--- src/rtl/shrimp_program_counter.sv ---
// ---------------------------------------------------------------------------
// shrimp_program_counter
//
// Program counter for the shrimp CPU fetch stage. It holds the address of the
// instruction being fetched and moves it forward by STEP bytes every clock.
// It can also do absolute jumps, PC-relative branches, stalls, and
// call/return through a small internal return-address stack.
//
// Parameters
//   ADDR_WIDTH  : width of all addresses and offsets
//   STEP        : bytes per instruction (power of two, >= 1)
//   STACK_DEPTH : number of return-address stack entries (>= 1)
//   RESET_ADDR  : address loaded on reset (STEP-aligned)
//
// Ports
//   clock               : single clock, rising edge
//   reset               : asynchronous, active-high reset
//   stall               : hold every piece of state this cycle
//   jump / jump_addr    : absolute jump; jump_addr is also the call target
//   branch              : address <= address + branch_offset (signed)
//   branch_offset       : two's-complement byte offset
//   call                : jump to jump_addr and push address + STEP
//   ret                 : pop the top of the stack into the address
//   clear_errors        : clear the sticky error flags
//   instruction_address : address of the instruction to fetch (registered)
//   stack_count         : number of valid stack entries (registered)
//   stack_full/empty    : decoded from the stack_count register
//   overflow_err        : sticky; a call was attempted while the stack was full
//   underflow_err       : sticky; a ret was attempted while the stack was empty
// ---------------------------------------------------------------------------
module shrimp_program_counter #(
  parameter int unsigned            ADDR_WIDTH  = 16,
  parameter int unsigned            STEP        = 2,
  parameter int unsigned            STACK_DEPTH = 4,
  parameter logic [ADDR_WIDTH-1:0]  RESET_ADDR  = '0
) (
  input  logic                                   clock,
  input  logic                                   reset,
  input  logic                                   stall,
  input  logic                                   jump,
  input  logic [ADDR_WIDTH-1:0]                  jump_addr,
  input  logic                                   branch,
  input  logic [ADDR_WIDTH-1:0]                  branch_offset,
  input  logic                                   call,
  input  logic                                   ret,
  input  logic                                   clear_errors,
  output logic [ADDR_WIDTH-1:0]                  instruction_address,
  output logic [$clog2(STACK_DEPTH+1)-1:0]       stack_count,
  output logic                                   stack_full,
  output logic                                   stack_empty,
  output logic                                   overflow_err,
  output logic                                   underflow_err
);

  localparam int unsigned CNT_W = $clog2(STACK_DEPTH + 1);
  localparam int unsigned PTR_W = (STACK_DEPTH > 1) ? $clog2(STACK_DEPTH) : 1;

  // STEP is a power of two, so STEP-1 is exactly the set of low bits that
  // must be zero in any loaded target.
  localparam logic [ADDR_WIDTH-1:0] ALIGN_MASK = ~ADDR_WIDTH'(STEP - 1);
  localparam logic [ADDR_WIDTH-1:0] STEP_INC   = ADDR_WIDTH'(STEP);
  localparam logic [CNT_W-1:0]      CNT_FULL   = CNT_W'(STACK_DEPTH);
  localparam logic [CNT_W-1:0]      CNT_ONE    = CNT_W'(1);

  // Architectural state
  logic [ADDR_WIDTH-1:0] addr_q, addr_d;
  logic [CNT_W-1:0]      count_q, count_d;
  logic                  overflow_q, overflow_d;
  logic                  underflow_q, underflow_d;

  // Return-address storage; entries at or above count_q are don't-care
  logic [ADDR_WIDTH-1:0] stack_q [STACK_DEPTH];

  // Helpers for the next-state logic
  logic [ADDR_WIDTH-1:0] seqAddr;
  logic [ADDR_WIDTH-1:0] jumpTarget;
  logic [ADDR_WIDTH-1:0] branchTarget;
  logic [ADDR_WIDTH-1:0] popAddr;
  logic [PTR_W-1:0]      pushIdx;
  logic [PTR_W-1:0]      popIdx;
  logic                  isFull;
  logic                  isEmpty;
  logic                  pushEn;

  assign isFull  = (count_q == CNT_FULL);
  assign isEmpty = (count_q == '0);

  // Target computation. branch_offset already has ADDR_WIDTH bits, so a
  // same-width modular add is identical to adding the sign-extended offset.
  assign seqAddr      = addr_q + STEP_INC;
  assign jumpTarget   = jump_addr & ALIGN_MASK;
  assign branchTarget = (addr_q + branch_offset) & ALIGN_MASK;

  // The top of the stack lives at index count-1; a push writes index count.
  assign pushIdx = PTR_W'(count_q);
  assign popIdx  = PTR_W'(count_q - CNT_ONE);
  assign popAddr = stack_q[popIdx] & ALIGN_MASK;

  // Next-state selection. The if/else chain encodes request priority
  // (stall, ret, call, jump, branch, increment) so only the winning request
  // has any effect. clear_errors is applied first so that an error raised in
  // the same cycle overrides it and leaves the flag set.
  always_comb begin
    addr_d      = addr_q;
    count_d     = count_q;
    overflow_d  = overflow_q;
    underflow_d = underflow_q;
    pushEn      = 1'b0;

    if (!stall) begin
      if (clear_errors) begin
        overflow_d  = 1'b0;
        underflow_d = 1'b0;
      end

      if (ret) begin
        if (isEmpty) begin
          addr_d      = seqAddr;
          underflow_d = 1'b1;
        end else begin
          addr_d  = popAddr;
          count_d = count_q - CNT_ONE;
        end
      end else if (call) begin
        addr_d = jumpTarget;
        if (isFull) begin
          overflow_d = 1'b1;
        end else begin
          pushEn  = 1'b1;
          count_d = count_q + CNT_ONE;
        end
      end else if (jump) begin
        addr_d = jumpTarget;
      end else if (branch) begin
        addr_d = branchTarget;
      end else begin
        addr_d = seqAddr;
      end
    end
  end

  // Control state with asynchronous reset; reset empties the stack by
  // zeroing the count, which discards whatever the storage holds.
  always_ff @(posedge clock or posedge reset) begin
    if (reset) begin
      addr_q      <= RESET_ADDR;
      count_q     <= '0;
      overflow_q  <= 1'b0;
      underflow_q <= 1'b0;
    end else begin
      addr_q      <= addr_d;
      count_q     <= count_d;
      overflow_q  <= overflow_d;
      underflow_q <= underflow_d;
    end
  end

  // Stack storage needs no reset since its contents only matter below the
  // count. The push data is the return address, i.e. the sequential address.
  always_ff @(posedge clock) begin
    if (pushEn && !reset) begin
      stack_q[pushIdx] <= seqAddr;
    end
  end

  assign instruction_address = addr_q;
  assign stack_count         = count_q;
  assign stack_full          = isFull;
  assign stack_empty         = isEmpty;
  assign overflow_err        = overflow_q;
  assign underflow_err       = underflow_q;

endmodule

--- config.mk ---
export PLATFORM = sky130hd
export DESIGN_NAME = shrimp_program_counter
export DESIGN_NICKNAME = d
export VERILOG_FILES = /design/src/rtl/shrimp_program_counter.sv
export SDC_FILE = /design/constraint.sdc
export NUM_CORES = 1
export LEC_CHECK = 0
export CAP_MARGIN = 20
export CORE_MARGIN = 2
export CORE_UTILIZATION = 55
export DETAILED_ROUTE_END_ITERATION = 8
export PLACE_DENSITY = 0.8
export SYNTH_ARGS = -nofsm -noshare
export SYNTH_HDL_FRONTEND = slang
export SYNTH_SLANG_ARGS = --single-unit
--- constraint.sdc ---
create_clock -name clock -period 7.9 [get_ports clock]
set_clock_uncertainty 0.1 [all_clocks]
set_input_delay 1.58 -clock clock [delete_from_list [all_inputs] [get_ports clock]]
set_output_delay 1.58 -clock clock [all_outputs]
set_load 0.1 [all_outputs]
; After elaboration in Yosys (flattened, before gate mapping)
; Memories as Yosys holds them, arrays and structs flattened.
; Cells that the tools add are included.
[totals]
reg_bits = 21
mem_bits_rw = 64
inputBits = 40
output_inout_bits = 23
elab_cells = 40
mem_count = 1
[op_classes]
n_addsub = 4
eq_ne = 3
n_mux = 22
n_bitwise = 1
n_reduce_logical = 5
[mem_list]
columns = name, words, word_bits, read_ports, rd_clocked_by_memory_dff, wr, line_no
row1 = stack_q, 4, 16, 1, 0, 1, 72  ; logic [ADDR_WIDTH-1:0] stack_q [STACK_DEPTH];
[ops]
columns = op, n
row1 = $mux W16, 5
row2 = $add A16 B16 Y16, 1
row3 = $add A16 B2 Y16 const B, 1
row4 = $mux W1, 13
row5 = $mux W3, 4
row6 = $ne A2 B2 Y1 const B, 2
row7 = $reduce_and A4 Y1, 1
row8 = $add A3 B1 Y3 const B, 1
row9 = $eq A3 B3 Y1 const B, 1
row10 = $logic_not A3 Y1, 1
row11 = $sub A3 B1 Y3 const B, 1
row12 = $reduce_bool A2 Y1, 1
row13 = $logic_and A1 B1 Y1, 1
row14 = $logic_not A1 Y1, 1
row15 = $not A1 Y1, 1

; Depth between registers and ports, before layout
[logic_depth]
word_depth = 8
depth_mapped = 12
depth_no_buf = 9

; Worst setup path after synthesis
; OpenSTA, ideal clock, no wires.
[synth_path]
kind = flip-flop to output port
startpoint = register count_q[0], in the netlist stack_count[0]
endpoint = output port stack_full
arrival_ns = 2.290
required_ns = 6.220
slack_ns = 3.930
stages_incl_launch_ff = 6
cell_sequence = dfrtp_1 buf_6 buf_12 inv_1 ha_1 ha_1
[synth_between]
elab_chain_len = 1
[synth_rtl]
columns = item, line_no
row1 = start: declaration, 67  ; logic [CNT_W-1:0] count_q, count_d;
row2 = start signal: assignment, 152  ; count_q <= count_d;
row3 = $eq A3 B3 Y1, 85  ; assign isFull = (count_q == CNT_FULL);
row4 = end: declaration, 49  ; output logic stack_full,
; Every way passes these cells.

; Worst setup path after layout
[layout_path]
startpoint = register count_q[1], in the netlist stack_count[1]
endpoint = output port stack_empty
[layout_between]
elab_chain_len = 1
[layout_rtl]
columns = item, line_no
row1 = $logic_not A3 Y1, 86  ; assign isEmpty = (count_q == '0);
row2 = end: declaration, 50  ; output logic stack_empty,
; Every way passes these cells.

==> results.toml <==
[power]
p_switching_w = 0.00107
switching_share = 0.491
max-vdd-ir-drop_mv = 0.490
p_leak_nw = 2.04
power_density_nw_per_um2 = 394
seq_power_share = 0.297
p_comb_frac = 0.579
power.share.clock = 0.124
intPower_w = 0.00110

[setup_path]
critical_path.startpoint_type = "flip-flop"
rr_endpoint = "stack_q[3][9]"
crit_path_end_kind = "output port"
cp-startpoint = "stack_count[1]"
path_class = "reg -> out"
endpoint = "stack_empty"
crit_fanout = 11
worstPathRequired_ns = 6.22
reg2regPathDepth = 6
cp_data_arrival_time_ns = 2.83
r2r_start = "stack_count[1]"
regToRegSetupSlack_ns = 5.15

[yosys]
seq_area_frac_synth = 0.492
syn_area_um2 = 4680
synth_common_cells = "60 x edfxtp_1, 26 x o21ai_0, 24 x nand2_1"
synth_compound_area_frac = 0.159
synth-xor-area-share = 0.0503
synth_fp_nets = 449
synthSimpleGateAreaFrac = 0.119
synthMuxAreaShare = 0.0904
ys_ff_latch = 80
async_flop_share = 0.250
ys_types = 69
synth_top_family_by_area = "compound AO/OA/AOI/OAI gates"
synth.largest_area_cell = "edfxtp_1"
synth_top_area_frac = 0.385
yosys_most_used_dff = "edfxtp_1"
yosysWarnings = 0
syn_avg_cell_area_um2 = 12.1
synthCells = 387
synthAdderAreaFrac = 0.0588
post-synth-top-count-cell = "edfxtp_1"
synth_edf_count = 60
synthTopCellsByArea = "edfxtp_1 39%, dfrtp_1 11%, ha_1 5.9%"

[clocking]
clkTransAtPathRegs_ns = 0.09
cts.hold.buffers_added = 0
clockBufferDepth = 2
clock-sinks = 80
clk_latency_ns = 0.35
htree_levels = 3
cts_resized = 0
postCtsSetupBuffers = 0
cts_root_buf = "clkbuf_8"
cts_buffers = 9
cts_tree = "yes"

[grt]
grt_pass1_vias = 3367
grt_max_degree = 34
grt.total_usage = 0.245
grt_antenna_before_repair = 0
grt_pass1_wl_um = 16800
grt.overflow.total = 0

[timing]
slew_violations = 0
setup_viol = 0
post-route-min-period_ns = 4.51
whs_ns = 0.422
rsz0062_at_grt = "false"
tns_ns = 0
layout_worst_path_cycle_share = 0.570
max_freq_mhz = 222
slew_headroom = 0.349
tightest_slew_ns = 0.974
hold_viol = 0

[layout]
fill_cells = 638
fin_cells = 553
syn2layout_area_growth_pct = 17.5
drive_above_1_share = 0.105
num-nets-final = 505
diodes = 0

[routing]
drt_first_pass_iters = 5
wl_met3_um = 768
m1WireLength_um = 4430
routed-wl-met2_um = 5320
routed_wl_um = 10700
top_layer_used = "met4"
wl_per_cell_um = 19.3
vias = 3489
vias_per_cell = 6.31
drtIter0Drc = 283
route.antenna.remaining_nets = 0
drc = 0

[min_path]
hp-class = "reg -> reg"

[die]
dieArea_um2 = 9260
ios = 63
initial_core_util = 0.570
coreArea_um2 = 8220
dieWidth_um = 96.2
die_h_um = 96.2
fp-row-count = 33

[flow_run]
cap_violations = 0

[placed_design]
port_buffers = 59
dp_cells = 537
hpwl_um = 7750
place_congestion = 0.866

[run_status]
status = "completed"
-- logic make-up after synthesis --
group                    Yosys count
AO/OA/AOI/OAI                    109
XOR/XNOR                          26
adder cells (fa/ha/maj)           22
buffers and inverters             27
flip-flops                        80
multiplexers                      20
other                              1
AND/OR/NAND/NOR                  102
-- layout make-up --
| type | instances | area [µm²] | share of cell area |
|---|---|---|---|
| inverter | 11 | 41.3 | 0.00751 |
| clock inverter | 7 | 55.1 | 0.0100 |
| tap | 105 | 131 | 0.0239 |
| timing repair buffer | 61 | 606 | 0.110 |
| sequential | 80 | 2300 | 0.419 |
| clock buffer | 9 | 124 | 0.0225 |
| multi-input combinational | 280 | 2240 | 0.407 |
-- worst min-delay path by stage --
stage / cells past startpoint / slack, ns / from / end
3_3_place_gp: 1 / 0.38 / overflow_err / overflow_err
5_1_grt: 1 / 0.43 / overflow_err / overflow_err
3_5_place_dp: 1 / 0.40 / overflow_err / overflow_err
2_1_floorplan: 3 / 0.53 / stack_q[0][10] / instruction_address[10]
4_1_cts: 1 / 0.42 / overflow_err / overflow_err
6_report: 1 / 0.42 / overflow_err / overflow_err
-- through the flow --
step | setup WS (ns) | utilization | instance area (µm²) | total power (W)
after global routing | 3.30 | 0.669 | 5500 | 0.00228
after global placement | 3.68 | 0.647 | 5320 | 0.00188
final | 3.39 | 0.669 | 5500 | 0.00217
after CTS | 3.38 | 0.669 | 5500 | 0.00218
after detailed placement | 3.62 | 0.647 | 5320 | 0.00191
after floorplan | 3.93 | - | 4680 | 0.00161
-- layer usage --
layer,track usage,vias up
met4,0.0607,0
met2,0.418,175
met5,0,-
met1,0.325,1678
met3,0.0462,22
li1,-,1614
-- cell usage in the layout, fill, tap and decap left out, types with 6 or more instances in the layout --
cell type	n
a211oi_1	9
a21o_1	6
a21oi_1	19
and2_1	6
clkbuf_8	9
clkdlybuf4s50_1	59
dfrtp_1	20
edfxtp_1	60
ha_1	22
inv_1	11
mux4_1	9
mux4_2	6
nand2_1	24
nand3_1	10
nor2_1	22
nor3_1	6
o21ai_0	26
o21ai_1	6
xnor2_1	14
xor2_1	11
-- power groups by stage --
stage / registers (W) / clock network [W] / logic (W)
after floorplan: 0.000947 / 0 / 0.000663
after global placement: 0.000650 / 0 / 0.00123
after detailed placement: 0.000653 / 0 / 0.00125
after CTS: 0.000644 / 0.000275 / 0.00126
after global routing: 0.000653 / 0.000292 / 0.00134
final: 0.000644 / 0.000269 / 0.00125
-- worst max-delay path, stage by stage, from the launching register on --
cell,delay [ns]
dfrtp_1,0.43
inv_1,0.12
ha_1,0.22
ha_1,0.48
clkdlybuf4s50_1,1.23
-- state kept, by name, summed over array words and instances (netlist names) --
| register | cells |
|---|---|
| instruction_address | 15 |
| stack_q | 60 |
| underflow_err | 1 |
| overflow_err | 1 |
| stack_count | 3 |
No activity file was read; power rests on OpenSTA's default activity.
